<file path="config.mk">
export PLATFORM = sky130hd
export DESIGN_NAME = cv32e40s_clic_irq_arbiter
export DESIGN_NICKNAME = d
export VERILOG_FILES = /design/src/rtl/cv32e40s_clic_irq_arbiter_pkg.sv /design/src/rtl/cv32e40s_clic_irq_arbiter_max_tree.sv /design/src/rtl/cv32e40s_clic_irq_arbiter.sv
export SDC_FILE = /design/constraint.sdc
export NUM_CORES = 2
export LEC_CHECK = 0
export ABC_AREA = 1
export BUFFER_PORTS_ARGS = -buffer_cell sky130_fd_sc_hd__clkbuf_2
export CAP_MARGIN = 20
export CORE_ASPECT_RATIO = 1.2
export CORE_MARGIN = 4
export CORE_UTILIZATION = 40
export DETAILED_ROUTE_END_ITERATION = 10
export PLACE_DENSITY = 0.65
export REMOVE_ABC_BUFFERS = 1
export SETUP_SLACK_MARGIN = 0.5
export SKIP_CTS_REPAIR_TIMING = 1
export SYNTH_ARGS = -nofsm -noshare
export SYNTH_HDL_FRONTEND = slang
export SYNTH_SLANG_ARGS = --single-unit
</file>
<file path="constraint.sdc">
create_clock -name clk -period 14.5 [get_ports clk]
set_clock_uncertainty 0.1 [all_clocks]
set_input_delay 2.9 -clock clk [delete_from_list [all_inputs] [get_ports clk]]
set_output_delay 2.9 -clock clk [all_outputs]
set_load 0.01 [all_outputs]
</file>
<file path="src/rtl/cv32e40s_clic_irq_arbiter_pkg.sv">
// Shared types for the core-local CLIC arbiter: per-source configuration,
// arbiter FSM state and the CSR views it consumes.
package cv32e40s_clic_irq_arbiter_pkg;

    localparam int CLIC_LEVEL_W   = 8;
    localparam int IRQ_ID_CTRL_W  = 10;

    typedef enum logic {CLIC_TRIG_LEVEL, CLIC_TRIG_EDGE} clic_trig_e;

    typedef struct packed {
        logic                    ie;
        logic                    ip;
        clic_trig_e              trig;
        logic                    shv;
        logic [CLIC_LEVEL_W-1:0] level;
    } clic_irq_cfg_t;

    typedef enum logic {CLIC_ARB, CLIC_HOLD} clic_arb_state_e;

    typedef enum logic [1:0] {
        PRIV_LVL_U = 2'b00,
        PRIV_LVL_S = 2'b01,
        PRIV_LVL_M = 2'b11
    } privlvl_t;

    typedef struct packed {
        logic [1:0] mpp;
        logic       mpie;
        logic       mie;
    } mstatus_t;

    typedef struct packed {
        logic [7:0] mil;
        logic [7:0] sil;
        logic [7:0] uil;
    } mintstatus_t;

    typedef struct packed {
        logic        irq;
        logic        minhv;
        logic [1:0]  mpp;
        logic        mpie;
        logic [7:0]  mpil;
        logic [10:0] exception_code;
    } mcause_t;

    // Only the top 'bits' level bits are stored; the unimplemented LSBs read as ones.
    function automatic logic [CLIC_LEVEL_W-1:0] clic_level_fill(input logic [CLIC_LEVEL_W-1:0] level,
                                                                input int unsigned             bits);
        return level | (8'hFF >> bits);
    endfunction

endpackage

</file>
<file path="src/rtl/cv32e40s_clic_irq_arbiter_max_tree.sv">
// Tournament comparator picking the highest-level valid input; ties go to the higher id.
// Purely combinational; the parent registers the result.
module cv32e40s_clic_max_tree #(
    parameter int NUM_IN = 32,
    parameter int ID_W   = 5
) (
    input  logic [NUM_IN-1:0]           vld_i,
    input  logic [NUM_IN-1:0][7:0]      level_i,
    output logic                        vld_o,
    output logic [ID_W-1:0]             id_o,
    output logic [7:0]                  level_o
);

    localparam int LEAVES = 2 ** ID_W;
    localparam int NODES  = 2 * LEAVES - 1;

    logic [NODES-1:0]           node_vld;
    logic [NODES-1:0][7:0]      node_lvl;
    logic [NODES-1:0][ID_W-1:0] node_id;

    // Heap layout: node j has children 2j+1 (lower ids) and 2j+2 (higher ids),
    // so preferring the right child on equal level gives the higher id.
    always_comb begin
        node_vld = '0;
        node_lvl = '0;
        node_id  = '0;
        for (int i = 0; i < LEAVES; i++) begin
            node_id[LEAVES-1+i] = ID_W'(i);
        end
        for (int i = 0; i < NUM_IN; i++) begin
            node_vld[LEAVES-1+i] = vld_i[i];
            node_lvl[LEAVES-1+i] = vld_i[i] ? level_i[i] : 8'h00;
        end
        for (int j = LEAVES - 2; j >= 0; j--) begin
            if (node_vld[2*j+2] && (!node_vld[2*j+1] || (node_lvl[2*j+2] >= node_lvl[2*j+1]))) begin
                node_vld[j] = 1'b1;
                node_lvl[j] = node_lvl[2*j+2];
                node_id[j]  = node_id[2*j+2];
            end else begin
                node_vld[j] = node_vld[2*j+1];
                node_lvl[j] = node_lvl[2*j+1];
                node_id[j]  = node_id[2*j+1];
            end
        end
    end

    assign vld_o   = node_vld[0];
    assign id_o    = node_id[0];
    assign level_o = node_lvl[0];

endmodule

</file>
<file path="src/rtl/cv32e40s_clic_irq_arbiter.sv">
// Core-local CLIC: per-source cfg/pending state, level arbitration, threshold
// filtering and the take-handshake towards the core controller.
module cv32e40s_clic_irq_arbiter
    import cv32e40s_clic_irq_arbiter_pkg::*;
#(
    parameter int NUM_IRQ         = 32,
    parameter int SMCLIC_ID_WIDTH = 5,
    parameter int CLIC_LEVEL_BITS = 8
) (
    input  logic                       clk,
    input  logic                       rst,
    input  logic [NUM_IRQ-1:0]         irq_i,
    input  logic                       cfg_we_i,
    input  logic [SMCLIC_ID_WIDTH-1:0] cfg_id_i,
    input  clic_irq_cfg_t              cfg_i,
    output clic_irq_cfg_t              cfg_o,
    input  logic                       irq_ack_i,
    input  mstatus_t                   mstatus_i,
    input  logic [7:0]                 mintthresh_i,
    input  mintstatus_t                mintstatus_i,
    input  mcause_t                    mcause_i,
    input  privlvl_t                   priv_lvl_i,
    output logic                       irq_req_ctrl_o,
    output logic [IRQ_ID_CTRL_W-1:0]   irq_id_ctrl_o,
    output logic                       irq_wu_ctrl_o,
    output logic                       irq_clic_shv_o,
    output logic [7:0]                 irq_clic_level_o,
    output logic                       mnxti_irq_pending_o,
    output logic [SMCLIC_ID_WIDTH-1:0] mnxti_irq_id_o,
    output logic [7:0]                 mnxti_irq_level_o
);

    localparam int ID_W = SMCLIC_ID_WIDTH;

    clic_irq_cfg_t              cfg_q [NUM_IRQ];
    clic_irq_cfg_t              cfg_d [NUM_IRQ];
    logic [NUM_IRQ-1:0]         irq_q;
    logic [NUM_IRQ-1:0]         edge_set;
    logic [NUM_IRQ-1:0]         wr_sel;
    logic [NUM_IRQ-1:0]         ack_sel;

    logic [NUM_IRQ-1:0]         leaf_vld;
    logic [NUM_IRQ-1:0][7:0]    leaf_level;

    logic                       cand_vld_d,   cand_vld_q;
    logic [ID_W-1:0]            cand_id_d,    cand_id_q;
    logic [7:0]                 cand_level_d, cand_level_q;
    logic                       cand_shv_d,   cand_shv_q;

    clic_arb_state_e            state_q;

    logic                       priv_m;
    logic [7:0]                 m_thresh;
    logic                       level_ok;
    logic                       unused_csr;

    assign edge_set = irq_i & ~irq_q;

    always_comb begin
        wr_sel  = '0;
        ack_sel = '0;
        for (int i = 0; i < NUM_IRQ; i++) begin
            wr_sel[i]  = cfg_we_i  && (cfg_id_i  == ID_W'(i));
            ack_sel[i] = irq_ack_i && (cand_id_q == ID_W'(i));
        end
    end

    // Pending update order for edge sources: new edge beats a cfg write, which beats the ack clear.
    always_comb begin
        for (int i = 0; i < NUM_IRQ; i++) begin
            cfg_d[i] = cfg_q[i];
            if (wr_sel[i]) begin
                cfg_d[i].ie    = cfg_i.ie;
                cfg_d[i].trig  = cfg_i.trig;
                cfg_d[i].shv   = cfg_i.shv;
                cfg_d[i].level = clic_level_fill(cfg_i.level, CLIC_LEVEL_BITS);
            end
            if (cfg_d[i].trig == CLIC_TRIG_LEVEL) begin
                cfg_d[i].ip = irq_i[i];
            end else if (edge_set[i]) begin
                cfg_d[i].ip = 1'b1;
            end else if (wr_sel[i]) begin
                cfg_d[i].ip = cfg_i.ip;
            end else if (ack_sel[i]) begin
                cfg_d[i].ip = 1'b0;
            end
        end
    end

    always_comb begin
        leaf_vld   = '0;
        leaf_level = '0;
        for (int i = 0; i < NUM_IRQ; i++) begin
            leaf_vld[i]   = cfg_q[i].ie && cfg_q[i].ip && (cfg_q[i].level != 8'h00);
            leaf_level[i] = cfg_q[i].level;
        end
    end

    cv32e40s_clic_max_tree #(
        .NUM_IN (NUM_IRQ),
        .ID_W   (ID_W)
    ) u_max_tree (
        .vld_i   (leaf_vld),
        .level_i (leaf_level),
        .vld_o   (cand_vld_d),
        .id_o    (cand_id_d),
        .level_o (cand_level_d)
    );

    always_comb begin
        cfg_o      = '0;
        cand_shv_d = 1'b0;
        for (int i = 0; i < NUM_IRQ; i++) begin
            if (cfg_id_i == ID_W'(i)) begin
                cfg_o = cfg_q[i];
            end
            if (cand_vld_d && (cand_id_d == ID_W'(i))) begin
                cand_shv_d = cfg_q[i].shv;
            end
        end
    end

    // Candidate regs keep updating during HOLD so the taken winner is gone before ARB resumes.
    always_ff @(posedge clk) begin
        if (rst) begin
            for (int i = 0; i < NUM_IRQ; i++) begin
                cfg_q[i] <= '0;
            end
            irq_q        <= '0;
            cand_vld_q   <= 1'b0;
            cand_id_q    <= '0;
            cand_level_q <= '0;
            cand_shv_q   <= 1'b0;
            state_q      <= CLIC_ARB;
        end else begin
            cfg_q        <= cfg_d;
            irq_q        <= irq_i;
            cand_vld_q   <= cand_vld_d;
            cand_id_q    <= cand_id_d;
            cand_level_q <= cand_level_d;
            cand_shv_q   <= cand_shv_d;
            case (state_q)
                CLIC_ARB:  if (irq_ack_i) state_q <= CLIC_HOLD;
                CLIC_HOLD: state_q <= CLIC_ARB;
                default:   state_q <= CLIC_ARB;
            endcase
        end
    end

    assign priv_m   = (priv_lvl_i == PRIV_LVL_M);
    assign m_thresh = (mintstatus_i.mil > mintthresh_i) ? mintstatus_i.mil : mintthresh_i;
    assign level_ok = priv_m ? (cand_level_q > m_thresh) : (cand_level_q != 8'h00);

    assign irq_wu_ctrl_o    = cand_vld_q && level_ok;
    assign irq_req_ctrl_o   = irq_wu_ctrl_o && (state_q == CLIC_ARB) && (mstatus_i.mie || !priv_m);
    assign irq_id_ctrl_o    = IRQ_ID_CTRL_W'(cand_id_q);
    assign irq_clic_shv_o   = cand_shv_q;
    assign irq_clic_level_o = cand_level_q;

    assign mnxti_irq_pending_o = cand_vld_q && (cand_level_q > mcause_i.mpil) &&
                                 (cand_level_q > mintthresh_i) && !cand_shv_q;
    assign mnxti_irq_id_o      = cand_id_q;
    assign mnxti_irq_level_o   = cand_level_q;

    assign unused_csr = ^{mstatus_i.mpp, mstatus_i.mpie, mintstatus_i.sil, mintstatus_i.uil,
                          mcause_i.irq, mcause_i.minhv, mcause_i.mpp, mcause_i.mpie,
                          mcause_i.exception_code};

    ack_needs_req: assert property (@(posedge clk) disable iff (rst) irq_ack_i |-> irq_req_ctrl_o);

endmodule
</file>
==> flow_summary.toml <==
[outcome]
outcome = "completed"

[detailed_routing]
drt_first_pass_iters = 6
final_antenna_net_count = 0
vias = 32400
drt_iter0_markers = 2762
wire_per_inst_um = 18.8
viasPerCell = 5.45
drt_wl_total_um = 111000
drc_errors = 0

[sta]
finalHoldWorstSlack_ns = 0.344
finalCritPeriodShare = 0.857
worst_slew_pin_slew_ns = 1.16
hold_viol_final = 0
rsz0062_at_grt = "false"
setup_viol = 0
tns_ns = 0
max_slew_margin = 0.226
period_minus_slack_ns = 12.43
fmax_mhz = 80.4
slew_viol_final = 0

[finish]
layout_commonest_cell = "nand2_1"
final_cell_mix = "nand2_1, nor2_1, o21ai_0, inv_1, a21oi_1"
stdcell_area_mm2 = 0.0339
layout-drive-gt1-share = 0.0741
fin_nets = 5272
stdcell_count = 5935
synthToLayoutAreaGrowth_pct = 9.67

[cts]
ctsLongestPathBuffers = 3
ctsRootBufferMaster = "clkbuf_16"
cts_buffers = 49
htree_levels = 2
cts_tree = "done"
cts_sinks = 432
clkSlewWorstSetupHoldPaths_ns = 0.06
clock_latency_ns = 0.62

[global_route]
grt-ovfl-total = 0
grt_max_degree = 104
antenna_found_initial = 2
grt_usage = 0.262
grt_pass1_vias = 29800
grt_pass1_wl_um = 168000

[logic_synthesis]
yosys-top-cells-area = "dfxtp_1, nand2_1, ha_1"
yosysTopAreaCellShare = 0.280
synth_largest_area_cell = "dfxtp_1"
synthFlopType = "dfxtp_1"
ys_async_sr_fraction = 0
syn_area_per_cell_um2 = 6.32
netlist_area_mm2 = 0.0309
synthCells = 4892
yosys_warnings = 0
synth_cell_types = 51
synth_edf_count = 0
yosysSeqAreaShare = 0.280
synth-seq-cells = 432

[setup_path]
crit_arrival_ns = 12.86
r2r_start = "cfg_q[379]"
start_kind = "flop"
cp_slowest_stage_delay_ns = 0.85
critPathLaunch = "cfg_q[379]"
critPathSlowestCell = "o21ai_0"
worstSetupPathType = "flop to flop"
worstSetupEndpointType = "flop"
path_common_cell = "nand2_1"
cp_data_required_time_ns = 14.92
path_max_fanout = 22

[power]
ir_drop_mv = 0.0933
power.leakage_nw = 14.7
powerDensity_mw_per_mm2 = 82.8
power_mw = 2.81

[placed_design]
dp.cells = 5842
dpl-instance-area_mm2 = 0.0321
place.gp.congestion = 0.983
io_buffers = 121
hpwl_um = 82600

[floorplan]
core_mm2 = 0.0765
num_io_pins = 162
fp-row-count = 111
dieWidth_um = 262
die_h_um = 313
start_util = 0.404
die-area_mm2 = 0.0818

[hold_path]
worstHoldPathType = "flop to flop"
min-delay-start = "state_q"

[run]
drv_cap = 0
## synth_stat cells (3+ instances only)
| cell | number |
|---|---|
| a31oi_1 | 3 |
| a221oi_1 | 10 |
| nand2_2 | 19 |
| nor3_1 | 17 |
| nor2_2 | 24 |
| ha_1 | 280 |
| nand2_4 | 9 |
| buf_2 | 4 |
| nor2_4 | 14 |
| a2111oi_0 | 3 |
| inv_2 | 33 |
| o22ai_1 | 6 |
| nand2_1 | 1024 |
| buf_4 | 18 |
| clkinv_1 | 10 |
| nor4_1 | 5 |
| o21a_1 | 16 |
| o21bai_1 | 11 |
| o21bai_4 | 7 |
| dfxtp_1 | 432 |
| nor2_1 | 733 |
| o211ai_1 | 14 |
| clkbuf_1 | 186 |
| nand3_2 | 3 |
| o221ai_1 | 5 |
| a21oi_1 | 473 |
| o31ai_1 | 33 |
| nand4_1 | 79 |
| inv_1 | 519 |
| o21ai_0 | 674 |
| a21o_1 | 15 |
| nand3_1 | 145 |
| buf_1 | 8 |
| o2111ai_1 | 28 |
| o21bai_2 | 6 |
| o21ai_1 | 6 |
## cell type report
class / count / area [µm²]
Multi-Input combinational cell: 3681 / 19300
Antenna cell: 3 / 7.51
Sequential cell: 432 / 8650
Clock buffer: 60 / 1360
Inverter: 565 / 2130
Timing Repair Buffer: 148 / 815
Tap cell: 1017 / 1270
Clock inverter: 29 / 414
Fill cell: 8176 / 42600
## cells by family (layout without fill, tap and decap cells)
group,Yosys count,count (layout),share of synthesized area
AOI/OAI and AO/OA,1317,1317,0.232
adders and majority gates,280,280,0.113
buffers and inverters,783,802,0.0981
DFF,432,432,0.280
other,1,8,0.000121
and+or+nand+nor,2079,2079,0.277
## sequential cells by signal, summed over array words and instances (netlist names)
| name | flops |
|---|---|
| irq_clic_level_o | 8 |
| irq_q | 32 |
| state_q | 1 |
| irq_clic_shv_o | 1 |
| mnxti_irq_id_o | 5 |
| cfg_q | 384 |
| cand_vld_q | 1 |
## power breakdown
group          leakage, nW  internal [mW]  switching [mW]
sequential            3.50           1.21          0.0163
combinational         10.3         0.0526           0.149
clock                0.870          0.829           0.552
## worst paths after layout
kind	cells after the start	end	slack, ns
worst min-delay path	1	state_q	0.34
worst min register to register	1	state_q	0.34
worst max register to register	70	irq_clic_shv_o	2.07
worst max-delay path	70	irq_clic_shv_o	2.07
## worst max-delay path, delay by kind of cell, from the launching register on
family | cells | cell delay (ns)
compound gates | 13 | 3.62
fa+ha+maj | 5 | 1.84
buf+inv | 6 | 0.61
flops | 1 | 0.43
simple gates | 46 | 5.76
## stage by stage
stage	util	setup slack, ns
2_1_floorplan	-	5.14
6_report	0.443	2.07
3_3_place_gp	0.420	2.10
5_1_grt	0.443	0.816
3_5_place_dp	0.420	2.02
4_1_cts	0.443	1.97
## routing by layer
| layer | up-vias | global-route usage | wire length [µm] |
|---|---|---|---|
| li1 | 16100 | - | - |
| met1 | 14800 | 0.322 | 45200 |
| met2 | 1127 | 0.447 | 52600 |
| met3 | 312 | 0.0270 | 6670 |
| met4 | 2 | 0.145 | 7010 |
| met5 | - | 0 | 13 |
No activity file was read; power rests on OpenSTA's default activity.
